File: config.mk
export PLATFORM = sky130hd
export DESIGN_NAME = seg_to_count
export DESIGN_NICKNAME = d
export VERILOG_FILES = /design/src/rtl/seg_pkg.sv /design/src/rtl/seg7_digit_dec.sv /design/src/rtl/seg_to_count.sv
export SDC_FILE = /design/constraint.sdc
export NUM_CORES = 1
export LEC_CHECK = 0
export CORE_ASPECT_RATIO = 0.8
export CORE_MARGIN = 1
export CORE_UTILIZATION = 40
export DETAILED_ROUTE_END_ITERATION = 6
export HOLD_SLACK_MARGIN = 0.12
export MAX_ROUTING_LAYER = met4
export PLACE_DENSITY_LB_ADDON = 0.25
export SLEW_MARGIN = 20
export SYNTH_ARGS = -nofsm -noshare
export SYNTH_HDL_FRONTEND = slang
export SYNTH_HIERARCHICAL = 1
export SYNTH_SLANG_ARGS = --single-unit
File: constraint.sdc
create_clock -name clk -period 5.8 [get_ports clk]
set_input_delay 1.45 -clock clk [delete_from_list [all_inputs] [get_ports clk]]
set_output_delay 1.45 -clock clk [all_outputs]
set_load 0.02 [all_outputs]
File: src/rtl/seg_pkg.sv
// Shared constants for the seven-segment time-display reader: segment patterns,
// datapath widths and the conversion FSM states.
package seg_pkg;
  localparam int CNT_W = 20;
  localparam int SEG_W = 7;

  // Active-low patterns, bit 6 = segment g down to bit 0 = segment a
  localparam logic [SEG_W-1:0] SEG_D0 = 7'b1000000;
  localparam logic [SEG_W-1:0] SEG_D1 = 7'b1111001;
  localparam logic [SEG_W-1:0] SEG_D2 = 7'b0100100;
  localparam logic [SEG_W-1:0] SEG_D3 = 7'b0110000;
  localparam logic [SEG_W-1:0] SEG_D4 = 7'b0011001;
  localparam logic [SEG_W-1:0] SEG_D5 = 7'b0010010;
  localparam logic [SEG_W-1:0] SEG_D6 = 7'b0000010;
  localparam logic [SEG_W-1:0] SEG_D7 = 7'b1111000;
  localparam logic [SEG_W-1:0] SEG_D8 = 7'b0000000;
  localparam logic [SEG_W-1:0] SEG_D9 = 7'b0010000;

  typedef enum logic [1:0] {IDLE, DECODE, MULT, FINISH} state_t;
endpackage

File: src/rtl/seg7_digit_dec.sv
// Combinational seven-segment pattern to BCD digit decoder; any pattern that is
// not one of the ten digit shapes reports valid_o=0.
module seg7_digit_dec
  import seg_pkg::*;
(
  input  logic [SEG_W-1:0] seg_i,
  output logic [3:0]       digit_o,
  output logic             valid_o
);
  always_comb begin
    digit_o = 4'd0;
    valid_o = 1'b1;
    case (seg_i)
      SEG_D0: digit_o = 4'd0;
      SEG_D1: digit_o = 4'd1;
      SEG_D2: digit_o = 4'd2;
      SEG_D3: digit_o = 4'd3;
      SEG_D4: digit_o = 4'd4;
      SEG_D5: digit_o = 4'd5;
      SEG_D6: digit_o = 4'd6;
      SEG_D7: digit_o = 4'd7;
      SEG_D8: digit_o = 4'd8;
      SEG_D9: digit_o = 4'd9;
      default: valid_o = 1'b0;
    endcase
  end
endmodule

File: src/rtl/seg_to_count.sv
// Reads a mm:ss.ff seven-segment display back into a tick count,
// count = (min*60+sec)*hex_num + frac. Define SEG_TO_COUNT_RANGE_CHK_EN to also
// reject sec>=60, frac>=hex_num and hex_num==0.
module seg_to_count
  import seg_pkg::*;
(
  input  logic             clk,
  input  logic             rst,
  input  logic [SEG_W-1:0] hex_num,
  input  logic             start,
  input  logic [SEG_W-1:0] HEX0,
  input  logic [SEG_W-1:0] HEX1,
  input  logic [SEG_W-1:0] HEX2,
  input  logic [SEG_W-1:0] HEX3,
  input  logic [SEG_W-1:0] HEX4,
  input  logic [SEG_W-1:0] HEX5,
  output logic             busy,
  output logic             done,
  output logic [CNT_W-1:0] count,
  output logic             err
);
  state_t                  state_q, state_d;
  logic [5:0][SEG_W-1:0]   hex_q, hex_d;
  logic [SEG_W-1:0]        hn_q, hn_d;
  logic [2:0]              cnt_q, cnt_d;   // digit index in DECODE, bit index in MULT
  logic [SEG_W-1:0]        min_q, min_d, sec_q, sec_d, frac_q, frac_d;
  logic                    bad_q, bad_d;
  logic [CNT_W-1:0]        prod_q, prod_d, count_q, count_d;
  logic                    err_q, err_d, done_q, done_d;

  logic [SEG_W-1:0]        cur_seg, acc_cur, acc_nxt;
  logic [3:0]              cur_dig;
  logic                    cur_vld, range_bad, fail;
  logic [CNT_W-1:0]        base;

  assign cur_seg = hex_q[3'd5 - cnt_q];

  seg7_digit_dec u_dec (
    .seg_i   (cur_seg),
    .digit_o (cur_dig),
    .valid_o (cur_vld)
  );

  assign acc_cur = (cnt_q < 3'd2) ? min_q : (cnt_q < 3'd4) ? sec_q : frac_q;
  assign acc_nxt = acc_cur * 7'd10 + {3'b000, cur_dig};
  assign base    = {{(CNT_W-SEG_W){1'b0}}, min_q} * 20'd60
                 + {{(CNT_W-SEG_W){1'b0}}, sec_q};

`ifdef SEG_TO_COUNT_RANGE_CHK_EN
  assign range_bad = (sec_q >= 7'd60) || (frac_q >= hn_q) || (hn_q == '0);
`else
  assign range_bad = 1'b0;
`endif
  assign fail = bad_q | range_bad;

  always_comb begin
    state_d = state_q;
    hex_d   = hex_q;
    hn_d    = hn_q;
    cnt_d   = cnt_q;
    min_d   = min_q;
    sec_d   = sec_q;
    frac_d  = frac_q;
    bad_d   = bad_q;
    prod_d  = prod_q;
    count_d = count_q;
    err_d   = err_q;
    done_d  = 1'b0;
    case (state_q)
      IDLE: if (start) begin
        hex_d   = {HEX5, HEX4, HEX3, HEX2, HEX1, HEX0};
        hn_d    = hex_num;
        cnt_d   = '0;
        min_d   = '0;
        sec_d   = '0;
        frac_d  = '0;
        bad_d   = 1'b0;
        prod_d  = '0;
        state_d = DECODE;
      end
      DECODE: begin
        if (cnt_q < 3'd2)      min_d  = acc_nxt;
        else if (cnt_q < 3'd4) sec_d  = acc_nxt;
        else                   frac_d = acc_nxt;
        bad_d = bad_q | ~cur_vld;
        if (cnt_q == 3'd5) begin
          cnt_d   = '0;
          state_d = MULT;
        end else begin
          cnt_d = cnt_q + 3'd1;
        end
      end
      MULT: begin
        // One multiplier bit per cycle, LSB first
        if (hn_q[cnt_q]) prod_d = prod_q + (base << cnt_q);
        if (cnt_q == 3'd6) begin
          cnt_d   = '0;
          state_d = FINISH;
        end else begin
          cnt_d = cnt_q + 3'd1;
        end
      end
      FINISH: begin
        count_d = fail ? '0 : prod_q + {{(CNT_W-SEG_W){1'b0}}, frac_q};
        err_d   = fail;
        done_d  = 1'b1;
        state_d = IDLE;
      end
      default: state_d = IDLE;
    endcase
  end

  always_ff @(posedge clk) begin
    if (rst) begin
      state_q <= IDLE;
      hex_q   <= '0;
      hn_q    <= '0;
      cnt_q   <= '0;
      min_q   <= '0;
      sec_q   <= '0;
      frac_q  <= '0;
      bad_q   <= 1'b0;
      prod_q  <= '0;
      count_q <= '0;
      err_q   <= 1'b0;
      done_q  <= 1'b0;
    end else begin
      state_q <= state_d;
      hex_q   <= hex_d;
      hn_q    <= hn_d;
      cnt_q   <= cnt_d;
      min_q   <= min_d;
      sec_q   <= sec_d;
      frac_q  <= frac_d;
      bad_q   <= bad_d;
      prod_q  <= prod_d;
      count_q <= count_d;
      err_q   <= err_d;
      done_q  <= done_d;
    end
  end

  assign busy  = (state_q != IDLE);
  assign done  = done_q;
  assign count = count_q;
  assign err   = err_q;
endmodule

* Yosys cells after proc, flatten, opt, wreduce, memory -nomap -nowiden
Cells that the tools add are included.
** Operators by class
- Reductions and logical operators :: 15
- Divide/modulo/power cells :: 0
- Bitwise operators :: 2
- Add/subtract/negate cells :: 6
- $mul :: 2
- Shift operators :: 1
- Equality and inequality tests :: 22
- Order comparisons :: 4
- Mux-type cells :: 32
** Operators by type and width (number)
- 7-bit two-way mux :: 9
- 20-bit two-way mux :: 3
- 7-bit case mux with 2 select lines :: 3
- 20-bit case mux with 2 select lines :: 1
- 4-bit case mux with 9 select lines :: 1
- 7-bit binary-select mux with 3-bit select :: 1
- 7-bit by 5-bit equality test with 1-bit output, second input constant :: 3
- 7-bit equality test, second input constant :: 3
- 20-bit adder :: 1
- 20-bit by 7-bit adder with 20-bit output :: 1
- 14-bit by 3-bit left shift with 20-bit output :: 1
- 2-bit inequality test, second input constant :: 8
- 13-bit by 7-bit adder with 14-bit output :: 1
- 7-bit by 6-bit equality test with 1-bit output, second input constant :: 2
- 7-bit by 4-bit multiplier with 11-bit output, second input constant :: 1
- 10-bit OR reduction :: 1
- 3-bit two-way mux :: 3
- 3-bit case mux with 3 select lines :: 1
- 3-bit AND reduction :: 3
- 3-bit by 4-bit less-than comparator with 1-bit output, second input constant :: 2
- 2-bit case mux with 4 select lines :: 1
- 4-bit AND reduction :: 2
- 7-bit by 4-bit adder with 7-bit output :: 1
- 7-bit by 2-bit equality test with 1-bit output, second input constant :: 1
- other kinds (19) :: 30
** Storage, ports and cells
- Output and inout port bits :: 23
- Latch bits :: 0
- Input port bits :: 52
- Memory bits (writable) :: 0
- Memory bits (read-only) :: 0
- Memories kept :: 0
- Flip-flop bits (word level) :: 118

* Logic depth before layout (Yosys ltp)
- Depth in word-level cells :: 9
- Mapped depth :: 24
- Depth with buffers taken out :: 24

* Modules after synthesis
The synthesis kept the hierarchy.
** Modules (own cells, without submodules)
- seg_to_count :: area each 8325.5 µm², cells each 1011, times used 1
- seg7_digit_dec :: area each 224.0 µm², cells each 32, times used 1

* Worst setup path after synthesis
OpenSTA, ideal clock, no wires.
- Path type :: register -> register
- From :: reg min_q[2]
- To :: reg prod_q[18]
- Arrival time :: 5.579 ns
- Library setup time :: 0.117 ns
- Slack :: 0.104 ns
- Stages on the path, launching flop included :: 24
- Data required time :: 5.683 ns
- Cell sequence :: dfxtp_1 > inv_1 > fa_1 > fa_1 > inv_1 > ha_1 > xor2_1 > ha_1 > o21a_1 > o31a_2 > o211ai_2 > xor2_1 > mux2_2 > and2_1 > a211oi_1 > a21oi_1 > ha_1 > or4_1 > a2111oi_2 > nor3_1 > o211ai_2 > a21oi_1 > or3_1 > a32o_1
** On the way
- Word-level cells in the longest chain between the ends :: 6
** Ends and longest elaborated chain
- start, declared :: RTL line seg_to_count.sv:26 : logic [SEG_W-1:0] min_q, min_d, sec_q, sec_d, frac_q, frac_d;
- start signal, assigned :: RTL line seg_to_count.sv:132 : min_q <= min_d;
- 7-bit by 4-bit multiplier with 11-bit output :: RTL line seg_to_count.sv:46 : assign base = {{(CNT_W-SEG_W){1'b0}}, min_q} * 20'd60
- 13-bit by 7-bit adder with 14-bit output :: RTL line seg_to_count.sv:47 : + {{(CNT_W-SEG_W){1'b0}}, sec_q};
- 14-bit by 3-bit left shift with 20-bit output :: RTL line seg_to_count.sv:95 : if (hn_q[cnt_q]) prod_d = prod_q + (base << cnt_q);
- 20-bit adder :: RTL line seg_to_count.sv:95
- 20-bit two-way mux :: RTL line seg_to_count.sv:95
- 20-bit case mux with 2 select lines :: RTL line seg_to_count.sv:69 : case (state_q)
- end signal, assigned :: RTL line seg_to_count.sv:136 : prod_q <= prod_d;
- end, declared :: RTL line seg_to_count.sv:28 : logic [CNT_W-1:0] prod_q, prod_d, count_q, count_d;
No other way between the ends. The select of a mux whose other input is x is not followed.
A chain may end at the register's enable or synchronous reset.

* Worst setup path after layout
- From :: reg min_q[1]
- To :: reg prod_q[18]
Same word-level chain as after synthesis.

==> metrics.md <==
| Metric | Value |
|---|---|
| Status | finished with violations |
| Failing checks | DRC |
| Synth Area in Simple Gates | 0.206 |
| Arr. time, crit path | a little under 6 ns |
| Relative slew slack | 0.334 |
| Cell Rows | 47 |
| DRT iter0 DRCs | between 400 and 500 |
| Startpoint types | register |
| Synth unique cells | just under 90 |
| Root Buffer Master | clkbuf_16 |
| CTS tree | built |
| Worst R2R Start | min_q[1] |
| Slowest CP cell | fa_1 |
| Clock sinks | approximately 120 |
| Post-route DRC | 2 |
| Largest family of logic cells by synthesized area | compound AO/OA/AOI/OAI gates |
| Adder-cell share of the synthesized area | 0.127 |
| Final WL | approximately 21,000 um |
| Mux cell area share after synthesis | 0.0821 |
| Setup Skew | between 0.015 and 0.02 ns |
| Setup_tns | 0 ns |
| Area of the multi-input gates | approximately 0.0059 sq mm |
| Max incr delay on CP | 0.55 ns |
| Commonest non-fill, non-tap cell in the layout | nand2_1 |
| Critical path class | register to register |
| Synth-to-layout area growth | 21.1% |
| Synth Instances | 1,043 |
| Post-synth top flop | dfxtp_1 |
| Worst Setup SP | min_q[1] |
| Total gr overflow | 0 |
| Period Utilization, post-route | 0.975 |
| Crit-path cells | fa_1 > fa_1 > fa_2 > buf_6 > a211o_1 > a2111o_1 > o311ai_4 > o21ai_4 > or3_4 > a21oi_2 > o32a_1 > a21boi_1 > ha_1 > a21o_1 > a21o_1 > a21o_1 > o211ai_2 > a21oi_2 > or3_1 > a32o_1 |
| Ports | between 70 and 80 |
| EDFF count, synth | 0 |
| Skew-Pair Late Insertion Delay | between 0.4 and 0.5 ns |
| Critical Path RT | slightly above 6 ns |
| Syn Nets | 1,172 |
| Worst-path fanout max | 6 |
| Clock-pin slew of the registers on the worst-case setup and hold paths | 0.06 ns |
| R2R Setup Slk | around 0.14 ns |
| Mapped Area | roughly 0.0085 sq mm |
| PortBufs | 74 |
| ANT nets after route | 0 |
| GP Congestion | ~0.86 |
| Final HPWL DP | about 16,000 um |
| Die W | ~170 um |
| HP Start | hex_q[5] |
| Power per Cell Area | roughly 300 mW/mm^2 |
| Inserted Clock Buffers | 17 |
| Actual slew at the worst max-slew pin | about 1 ns |
| Avg Cell Area, Syn | roughly 8 sq um |
| GRT Total Usage | 0.203 |
| Synth warn | 6 |
| Post-Synth XOR/XNOR Area | 0.0430 |
| Most used cell, CP | a21o_1 |
| Complex-gate fraction of the synthesized area | 0.206 |
| Cts hold-fix bufs | 0 |
| Max Clk Rate | ~180 MHz |
| Clk buf depth | 2 |
| Filler cells | roughly 2,000 |
| Share of cells above drive strength 1 | 0.136 |
| Die height | 133 um |
| Core area | 0.0208 sq mm |
| Setup-failing EPs final | 0 |
| RSZ-0062 raised after global routing | yes |
| Max-slew violation total from the final report | 0 |
| Commonest non-fill, non-tap cells in the layout | nand2_1, dfxtp_1, a21oi_1, nor2_1, clkdlybuf4s50_1 |
| Buf/Inv on CP | 1 |
| Max-cap viol count | 0 |
| Pin count of the biggest net entering global routing | 61 |
| VDD IR max | roughly 0.20 mV |
| Static Leak | 4.21 nW |
| Min-delay worst type | register to register |
| Final hold violation count | 0 |
| Setup crit end kind | register |
| Tmin final | ~5.7 ns |
| Seq/Total Area, Yosys | 0.276 |
| Yosys reg bits | ~120 |
| Initial antenna violation count | 0 |
| Die area | roughly 0.022 sq mm |
| Worst hold margin | ~0.45 ns |
| Highest Signal Layer | met4 |
| Via-to-Cell Ratio | ~5.4 |
| CP delay by family, top | compound AO/OA/AOI/OAI gates |
| Met2 Wirelength | approximately 9000 um |
| H-tree Lvls | 4 |
| DR pass1 iterations | 7 |
| Vias in the first global route | a little under 7,000 |
| Met1 WL | between 10,000 and 15,000 um |
| WL/cell | around 15 um |
| First-pass GRT wire length | 34,400 um |
| Routed wl met3 | between 900 and 1000 um |
| Final #Nets | 1,243 |
| Register area | around 0.0024 sq mm |
| Initial core utilization | 0.411 |
| ANT cells | 0 |
| Post-synth ARST share | 0 |
| Routed via count | 7,497 |
-- per-stage QoR --
step	std cells	utilization	cell area [sq um]	power, mW	worst slack (ns)
final	1395	0.498	10400	3.10	0.142
after global routing	1395	0.498	10400	3.28	-0.0762
after CTS	1380	0.484	10100	3.08	0.00976
after detailed placement	1349	0.454	9450	1.99	-0.0708
after global placement	1349	0.454	9450	1.98	0.0386
after floorplan	1043	-	8550	1.74	0.104
-- final timing paths --
path | end | cells past startpoint
worst max-delay path | prod_q[18] | 20
worst min-delay path | hex_q[5] | 2
worst max register to register | prod_q[18] | 20
worst min register to register | hex_q[5] | 2
-- power by group --
group          total [mW]  switching [mW]  leakage, nW  internal (mW)
clock                1.08           0.409        0.286          0.676
combinational        1.06           0.651         2.97          0.412
sequential          0.949          0.0574        0.961          0.892
total                3.10            1.12         4.21           1.98
-- cell families (layout without fill, tap and decap cells) --
group,count (synthesis),after routing
muxes,59,59
buffers and inverters,106,189
DFF,118,118
adders and majority gates,77,77
AOI/OAI and AO/OA,268,268
xor gates and xnor gates,39,39
and+or+nand+nor,376,376
-- worst min-delay path: cells and delay by family (launching register included) --
family	cells	cell delay, ns
compound gates	1	0.05
simple gates	1	0.05
flops	1	0.30
-- timing repair --
action                                  CTS  global route
endpoints found under the setup margin    1             6
gates resized for setup                   3            43
endpoints found under the hold margin     0             0
pin swaps                                 0            33
buffers inserted                          0            15
-- sequential cells by signal, summed over array words and instances (netlist names), 2 cells and up --
signal,cells
prod_q,20
state_q,2
hn_q,7
cnt_q,3
frac_q,7
min_q,7
hex_q,42
count,20
sec_q,7
-- synthesized netlist by cell type (all sizes together), types with 7 or more instances --
| cell | n | area share |
|---|---|---|
| a211oi | 8 | 0.0082 |
| inv | 47 | 0.021 |
| nor2b | 14 | 0.010 |
| or2 | 7 | 0.0051 |
| ha | 61 | 0.089 |
| a22oi | 10 | 0.0088 |
| o21ai | 55 | 0.034 |
| a21o | 17 | 0.015 |
| dfxtp | 118 | 0.28 |
| a21oi | 103 | 0.061 |
| fa | 16 | 0.037 |
| nand2 | 163 | 0.072 |
| nand3 | 22 | 0.013 |
| and3 | 9 | 0.0067 |
| o21a | 8 | 0.0072 |
| mux4 | 8 | 0.021 |
| buf | 15 | 0.013 |
| xnor2 | 23 | 0.024 |
| and2 | 15 | 0.011 |
| nor2 | 85 | 0.037 |
| mux2i | 45 | 0.053 |
| o21bai | 10 | 0.0092 |
| nor3b | 7 | 0.0061 |
| o211ai | 8 | 0.0082 |
| xor2 | 16 | 0.019 |
| clkbuf | 44 | 0.026 |
| nor3 | 21 | 0.012 |
-- per-layer routing --
layer  vias to the layer above  track usage
li1                       3808            -
met2                       161        0.290
met3                        26       0.0364
met4                         0       0.0561
met5                         -            -
met1                      3502        0.291
-- final cells by class --
cell class	instances	area share
Timing Repair Buffer	111	0.0985
Inverter	47	0.0174
Tap cell	269	0.0325
Multi-Input combinational cell	819	0.565
Sequential cell	118	0.229
Clock inverter	14	0.0169
Clock buffer	17	0.0411
(Power assumes the default switching activity.)
